--- config.mk ---
export PLATFORM = sky130hd
export DESIGN_NAME = apb3_completer_regfile
export DESIGN_NICKNAME = d
export VERILOG_FILES = /design/src/rtl/apb3_completer_regfile.sv
export SDC_FILE = /design/constraint.sdc
export NUM_CORES = 1
export LEC_CHECK = 0
export CAP_MARGIN = 5
export CORE_MARGIN = 8
export CORE_UTILIZATION = 37
export DETAILED_ROUTE_END_ITERATION = 12
export GPL_TIMING_DRIVEN = 0
export PLACE_DENSITY = 0.52
export SLEW_MARGIN = 20
export SYNTH_ARGS = -nofsm -noshare
export SYNTH_HDL_FRONTEND = slang
export SYNTH_SLANG_ARGS = --single-unit
--- constraint.sdc ---
create_clock -name clk -period 2 [get_ports clk]
set_input_delay 0.3 -clock clk [delete_from_list [all_inputs] [get_ports clk]]
set_output_delay 0.3 -clock clk [all_outputs]
set_load 0.005 [all_outputs]
--- src/rtl/apb3_completer_regfile.sv ---
// apb3_completer_regfile: APB3 completer backed by a word-addressed register
// file. Every ACCESS phase is stretched by WaitStates PREADY-low cycles, and
// misaligned or out-of-range transfers complete with PSLVERR and leave the
// registers untouched.
// Build option: define APB3_COMPLETER_REGFILE_PROTOCOL_CHECK_EN to add an
// 8-bit saturating protocol-violation counter. It is read-only at index
// RegCount.
module apb3_completer_regfile #(
  parameter int AddressWidth = 32,
  parameter int DataWidth    = 32,
  parameter int RegCount     = 8,
  parameter int WaitStates   = 0
) (
  input  logic                    clk,
  input  logic                    rst_n,
  input  logic                    psel,
  input  logic                    penable,
  input  logic                    pwrite,
  input  logic [AddressWidth-1:0] paddr,
  input  logic [DataWidth-1:0]    pwdata,
  output logic [DataWidth-1:0]    prdata,
  output logic                    pready,
  output logic                    pslverr
);
  localparam int OffW    = $clog2(DataWidth / 8);
  localparam int RegIdxW = (RegCount > 1) ? $clog2(RegCount) : 1;
  localparam logic [AddressWidth-1:0] OffMask   = AddressWidth'((1 << OffW) - 1);
  localparam logic [AddressWidth-1:0] RegCountA = AddressWidth'(RegCount);
  localparam logic [3:0]              WaitInit  = 4'(WaitStates);

  // The bus setup phase is not held in a register. It is the cycle in which
  // psel=1 and penable=0 arrive while the block is idle or completing. The
  // edge that closes that cycle (the "setup edge") moves the block to ACCESS.
  typedef enum logic {ST_IDLE, ST_ACCESS} state_t;

  state_t                state_q, state_d;
  logic [3:0]            cnt_q, cnt_d;
  logic                  pready_q, pready_d;
  logic                  pslverr_q, pslverr_d;
  logic [DataWidth-1:0]  prdata_q, prdata_d;
  logic [RegIdxW-1:0]    idx_q, idx_d;
  logic                  write_q, write_d;
  logic                  legal_q, legal_d;
  logic [DataWidth-1:0]  wdata_q, wdata_d;
  logic [DataWidth-1:0]  regs_q [RegCount];

  logic [AddressWidth-1:0] word_addr;
  logic                    aligned, in_range, legal;
  logic [DataWidth-1:0]    rd_val;
  logic                    setup, complete, abort, commit;

`ifdef APB3_COMPLETER_REGFILE_PROTOCOL_CHECK_EN
  logic [AddressWidth-1:0] paddr_q, paddr_d;
  logic [7:0]              viol_q, viol_d;
  logic                    viol_evt;
`endif

  // Classify the address on the bus and fetch the read value it selects.
  always_comb begin
    word_addr = paddr >> OffW;
    aligned   = (paddr & OffMask) == '0;
    in_range  = word_addr < RegCountA;
    legal     = aligned && in_range;
    rd_val    = regs_q[word_addr[RegIdxW-1:0]];
`ifdef APB3_COMPLETER_REGFILE_PROTOCOL_CHECK_EN
    if (aligned && (word_addr == RegCountA)) begin
      legal  = !pwrite;
      rd_val = DataWidth'(viol_q);
    end
`endif
  end

  assign setup    = psel && !penable && ((state_q == ST_IDLE) || pready_q);
  assign complete = (state_q == ST_ACCESS) && pready_q;
  assign abort    = (state_q == ST_ACCESS) && !pready_q && !psel;
  assign commit   = complete && write_q && legal_q;

  // Next-state logic: latch on the setup edge, count waits, finish or abort.
  always_comb begin
    state_d   = state_q;
    cnt_d     = cnt_q;
    pready_d  = pready_q;
    pslverr_d = pslverr_q;
    prdata_d  = prdata_q;
    idx_d     = idx_q;
    write_d   = write_q;
    legal_d   = legal_q;
    wdata_d   = wdata_q;
    if (setup) begin
      state_d   = ST_ACCESS;
      cnt_d     = WaitInit;
      pready_d  = (WaitInit == 4'd0);
      pslverr_d = (WaitInit == 4'd0) && !legal;
      prdata_d  = legal ? rd_val : '0;
      idx_d     = word_addr[RegIdxW-1:0];
      write_d   = pwrite;
      legal_d   = legal;
      wdata_d   = pwdata;
    end else if (complete || abort) begin
      state_d   = ST_IDLE;
      cnt_d     = 4'd0;
      pready_d  = 1'b0;
      pslverr_d = 1'b0;
    end else if ((state_q == ST_ACCESS) && (cnt_q != 4'd0)) begin
      cnt_d     = cnt_q - 4'd1;
      pready_d  = (cnt_q == 4'd1);
      pslverr_d = (cnt_q == 4'd1) && !legal_q;
    end
  end

  // Control and latched-transfer state; reset returns straight to IDLE.
  always_ff @(posedge clk or negedge rst_n) begin
    if (!rst_n) begin
      state_q   <= ST_IDLE;
      cnt_q     <= 4'd0;
      pready_q  <= 1'b0;
      pslverr_q <= 1'b0;
      prdata_q  <= '0;
      idx_q     <= '0;
      write_q   <= 1'b0;
      legal_q   <= 1'b0;
      wdata_q   <= '0;
    end else begin
      state_q   <= state_d;
      cnt_q     <= cnt_d;
      pready_q  <= pready_d;
      pslverr_q <= pslverr_d;
      prdata_q  <= prdata_d;
      idx_q     <= idx_d;
      write_q   <= write_d;
      legal_q   <= legal_d;
      wdata_q   <= wdata_d;
    end
  end

  // Register file: cleared by reset and written only by a legal, completing write.
  always_ff @(posedge clk or negedge rst_n) begin
    if (!rst_n) begin
      for (int i = 0; i < RegCount; i++) regs_q[i] <= '0;
    end else if (commit) begin
      regs_q[idx_q] <= wdata_q;
    end
  end

`ifdef APB3_COMPLETER_REGFILE_PROTOCOL_CHECK_EN
  // Count cycles where the requester disturbs a stalled transfer or raises penable while idle.
  always_comb begin
    viol_evt = 1'b0;
    if ((state_q == ST_ACCESS) && !pready_q &&
        ((paddr != paddr_q) || (pwrite != write_q) || (pwdata != wdata_q)))
      viol_evt = 1'b1;
    if ((state_q == ST_IDLE) && penable)
      viol_evt = 1'b1;
    viol_d  = (viol_evt && (viol_q != 8'hFF)) ? viol_q + 8'd1 : viol_q;
    paddr_d = setup ? paddr : paddr_q;
  end

  // Violation counter and the address it compares against.
  always_ff @(posedge clk or negedge rst_n) begin
    if (!rst_n) begin
      viol_q  <= 8'd0;
      paddr_q <= '0;
    end else begin
      viol_q  <= viol_d;
      paddr_q <= paddr_d;
    end
  end
`endif

  assign prdata  = prdata_q;
  assign pready  = pready_q;
  assign pslverr = pslverr_q;

endmodule

Word-level counts from Yosys, hierarchy flattened
Index checks and enable logic that the tools add are counted.
{ "op_classes": {"n_reduce_logical": 22, "bitwise_logic": 3, "n_lt_le_gt_ge": 4, "mux": 18, "add_sub_neg": 1, "n_eq_ne": 1} }
{ "ops": {"columns": ["cell", "n"], "rows": [
  ["256-bit bitwise mux", 1],
  ["32-bit two-way mux", 4],
  ["32-bit binary-select mux with 3-bit select", 1],
  ["32-bit demux with 3-bit select", 1],
  ["32-bit zero test", 1],
  ["30-bit by 4-bit less-than comparator with 1-bit output, second input constant", 1],
  ["4-bit two-way mux", 3],
  ["1-bit logical AND", 11],
  ["4-bit greater-or-equal comparator, second input constant", 2],
  ["1-bit two-way mux", 8],
  ["3-bit inverter with 4-bit output", 2],
  ["1-bit zero test", 5],
  ["4-bit by 1-bit equality test with 1-bit output, second input constant", 1],
  ["4-bit by 1-bit less-than comparator with 1-bit output, second input constant", 1],
  ["4-bit nonzero test", 1],
  ["4-bit by 1-bit subtractor with 4-bit output, second input constant", 1],
  ["3-bit nonzero test", 1],
  ["1-bit logical OR", 2],
  ["2-bit nonzero test", 1],
  ["1-bit inverter", 1]
]} }
{ "totals": {"inputBits": 69, "out_inout_bits": 34, "word_cells": 66, "regBits": 332} }

Depth between registers and ports, before layout
{ "depth": {"depth_word": 6, "ltp_mapped": 6, "mapped_depth_nobuf": 6} }

Worst setup path after synthesis
OpenSTA, ideal clock, no wires.
{ "synth_path": {"path_kind": "flip-flop to flip-flop", "from": "register pready_q, in the netlist pready", "to": "register regs_q[171] in the netlist's numbering", "path_stages_with_launch": 6, "n_path_buf": 1, "path_slack_ps": 277, "setup_ps": 125, "t_arrival_ps": 1598, "period_less_slack_ps": 1723, "t_required_ps": 1875, "path_cell_list": "dfrtp_1 -> nand4_1 -> nand2b_1 -> nor3b_2 -> buf_2 -> mux2_2"} }
{ "synth_between": {"elab_chain_len": 3} }
{ "synth_rtl": {"columns": ["item", "line", "text"], "rows": [
  ["start, declared", "38", "logic pready_q, pready_d;"],
  ["start signal, assigned", "126", "pready_q <= pready_d;"],
  ["1-bit logical AND", "74", "assign complete = (state_q == ST_ACCESS) && pready_q;"],
  ["1-bit logical AND (2 in series)", "76", "assign commit = complete && write_q && legal_q;"],
  ["end signal, assigned by index", "141", "regs_q[idx_q] <= wdata_q;"],
  ["end, declared", "45", "logic [DataWidth-1:0] regs_q [RegCount];"]
]} }
No other way between the ends.
A chain may end at the register's enable or synchronous reset.

Final worst setup path
{ "layout_path": {"from": "register state_q", "to": "register regs_q[120] in the netlist's numbering"} }
{ "layout_between": {"elab_chain_len": 3} }
{ "layout_rtl": {"columns": ["item", "line", "text"], "rows": [
  ["start, declared", "36", "state_t state_q, state_d;"],
  ["start signal, assigned", "124", "state_q <= state_d;"],
  ["1-bit logical AND", "74", null],
  ["1-bit logical AND (2 in series)", "76", null]
]} }
No other way between the ends.

==> run_results.csv <==
group,metric,value,unit
floorplan,start_util,37.1,%
global_route,grt_first_pass_wirelength,53.7,mm
timing,rsz0062_at_grt,"yes",
timing,fin_crit_sh,97.9,%
timing,worst_clock_skew,22.0,ps
global_route,grt_pass1_vias,8895,
critical_path,ff2ff_path_depth,6,
critical_path,crit_end,"regs_q[120]",
critical_path,cp_max_fo,10,
critical_path,r2r_setup_slack,40,ps
worst_hold_path,holdCritPathClass,"input pin to async pin",
power,clockPowerShare,44.6,%
global_route,grt_util_all_layers,15.6,%
logic_synthesis,syn_area,14300,um2
clocking,clkLatencyLatePin,520,ps
route,drt_iter0_markers,256,
critical_path,r2r-end,"regs_q[120]",
logic_synthesis,ys_warn_count,0,
route,avgViaCountPerCell,5.09,
logic_synthesis,synth_cells,900,
timing,drv_slew,0,
floorplan,design.die.area,45100,um2
power,p_sw,0.00362,W
route,drc,0,
route,postRouteWirelength,34.4,mm
critical_path,r2r-start,"state_q",
floorplan,boundaryPins,103,
place,gp_congestion,0.743,
power,seq_power_share,48.4,%
finish,fin_area,17600,um2
critical_path,end_kind,"flop",
critical_path,cpPeakStageDelay,410,ps
clocking,clk_pin_slew,60,ps
power,switching_share,23.9,%
global_route,grt_max_degree,92,
clocking,numCtsBuffers,38,
power,p_per_area,865,nW/um2
critical_path,crit_slowest_cell,"dfrtp_2",
timing,tightest_slew,1040,ps
critical_path,worstSetupPathType,"flop to flop",
critical_path,cp-startpoint,"state_q",
outcome,status,"completed",
route,antenna_left,0,
floorplan,fp.dieW,212,um
logic_synthesis,yosys_register_bits,332,
clocking,tritoncts,"yes",
timing,whs,334,ps
floorplan,num_rows,72,
timing,layout_min_cycle_time,1960,ps
logic_synthesis,ys_types,34,
place,io_buffers,99,
critical_path,arrival,2350,ps
power,p_leak,8.25,nW
route,drt_first_pass_iters,4,
place,dp_slack,-626,ps
place,dpl-instance-area,16000,um2
timing,slew_headroom,30.5,%
global_route,overflow,0,
place,hpwlAfterDp,21.2,mm
flow_run,cap_violations,0,
floorplan,core-area,38400,um2
finish,antennaDiodeCount,0,
logic_synthesis,avgSynthCellArea,15.8,um2
finish,fin_nets,1124,
critical_path,cp-start-kind,"flop",
power,peakVddDrop,576,uV
clocking,cts_buffer_depth,3,
global_route,antenna_found_initial,0,
timing,setup_viol,0,
clocking,htreeDepth,2,
floorplan,die_h,212,um
finish,layout-drive-gt1-share,43.8,%
timing,fmax,0.511,GHz
clocking,cts.sinks,332,
clocking,clock-root-buffer,"clkbuf_16",
timing,finalHoldViolCount,0,
logic_synthesis,yosysSeqAreaShare,58.3,%
power,p_comb_share,7.0,%
critical_path,path_cells,"nand4_1 -> nand2b_4 -> nor3b_4 -> buf_6 -> buf_12 -> mux2_2",
power,intPower,0.0116,W
route,via_count,8126,
route,wire_per_inst,21.6,um
critical_path,cp.required,2390,ps
timing,fin_ws,41.8,ps
finish,area_delta_synth_final,23.2,%
logic_synthesis,syn-num-nets,972,
metal layers:
| layer | wire length [um] | track usage (%) |
|---|---|---|
| met1 | 15900 | 21.1 |
| met2 | 16300 | 25.7 |
| met3 | 1610 | 3.18 |
| met4 | 533 | 3.57 |
| met5 | 0 | 0 |
synth_stat cells (all sizes together):
cell type | instances | area share (%)
nor3b | 2 | 0.18
a21oi | 2 | 0.070
nand4 | 3 | 0.13
a211oi | 2 | 0.11
inv | 5 | 0.13
nor3 | 2 | 0.11
nand2 | 40 | 1.1
mux4 | 64 | 10
mux2i | 32 | 2.2
a21boi | 1 | 0.053
nand2b | 2 | 0.088
nor2b | 2 | 0.088
or4 | 1 | 0.053
a22o | 1 | 0.061
or3 | 1 | 0.044
nand3 | 1 | 0.035
ha | 3 | 0.26
nand3b | 3 | 0.16
clkbuf | 15 | 0.39
nor2 | 9 | 0.24
buf | 40 | 1.3
and2b | 1 | 0.053
mux2 | 292 | 23
nor4 | 6 | 0.26
a21o | 1 | 0.053
o21ai | 34 | 1.2
xnor2 | 2 | 0.12
a2bb2oi | 1 | 0.061
dfrtp | 332 | 58
layout make-up:
type,count,area [um2]
plain buffers,52,374
clock buffers,59,1160
clock inverters,6,58.8
fillers,3487,20800
inverters,5,18.8
multi-input cells,508,5800
flip-flops and latches,332,8310
well taps,518,648
repair buffers,115,1190
metrics by stage:
stage | TNS [ps] | util (%) | cells | total power, W
after detailed placement | -86380 | 41.6 | 1520 | 0.00851
final | 0 | 45.8 | 1595 | 0.0152
after global placement | -4947600 | 41.4 | 1517 | 0.00849
after CTS | -2.02 | 45.3 | 1591 | 0.0154
after floorplan | 0 | - | 900 | 0.00787
after global routing | -1400 | 45.8 | 1595 | 0.0159
critical path, delay by kind of cell, from the launching register on:
family	cells	cell delay, ps
and+or+nand+nor	3	760
buffers and inverters	2	310
DFF	1	410
muxes	1	340
state kept, by name, indices dropped and copies added, names as in the netlist:
signal   count
idx_q        3
prdata      32
regs_q     256
legal_q      1
state_q      1
pslverr      1
write_q      1
wdata_q     32
cnt_q        4
pready       1
logic make-up (layout without fill, tap and decap cells):
logic type / count (synthesis) / after routing / synth area share (%)
compound gates: 42 / 42 / 1.60
xor+xnor: 2 / 2 / 0.123
fa+ha+maj: 3 / 3 / 0.263
buf+inv: 60 / 237 / 1.80
flops: 332 / 332 / 58.3
mux: 388 / 388 / 35.4
simple gates: 73 / 73 / 2.50
how the worst min path moves through the flow:
stage | startpoint | endpoint | slack, ps
2_1_floorplan | rst_n | cnt_q[0] | 4
3_3_place_gp | prdata[31] | prdata[31] | 470
3_5_place_dp | rst_n | cnt_q[3] | 310
4_1_cts | rst_n | cnt_q[3] | 340
5_1_grt | pwdata[2] | wdata_q[2] | 360
6_report | rst_n | cnt_q[3] | 330
power by group through the flow:
stage	combinational [W]	clock [W]	sequential (W)
after CTS	0.00107	0.00701	0.00735
after global routing	0.00119	0.00727	0.00741
after floorplan	0.000579	0	0.00729
after detailed placement	0.00105	0	0.00747
final	0.00107	0.00677	0.00735
after global placement	0.00101	0	0.00748
timing repair:
action / 4_1_cts / 5_1_grt
endpoints found under the hold margin: 62 / 0
setup endpoints to repair: 299 / 237
buffers inserted: 5 / 7
pin swaps: 3 / 4
cloned: 0 / 0
resized for setup: 61 / 52
hold buffers: 1 / 0
layout by cell type, fill, tap and decap left out, types with 3 or more instances in the layout:
| cell | n |
|---|---|
| buf_4 | 23 |
| clkbuf_16 | 39 |
| o21ai_0 | 5 |
| buf_1 | 4 |
| nand3b_1 | 3 |
| nor4_1 | 6 |
| nor2_1 | 7 |
| buf_16 | 3 |
| clkinv_2 | 4 |
| buf_12 | 4 |
| clkbuf_1 | 18 |
| ha_1 | 3 |
| mux2i_1 | 32 |
| clkbuf_8 | 11 |
| mux4_2 | 64 |
| nand2_1 | 39 |
| mux2_1 | 4 |
| mux2_4 | 17 |
| mux2_2 | 271 |
| inv_1 | 5 |
| o21ai_1 | 29 |
| clkdlybuf4s15_2 | 3 |
| buf_6 | 5 |
| nand4_1 | 3 |
| clkdlybuf4s50_1 | 98 |
| dfrtp_1 | 331 |
| buf_2 | 14 |
No activity file was read; power rests on OpenSTA's default activity.
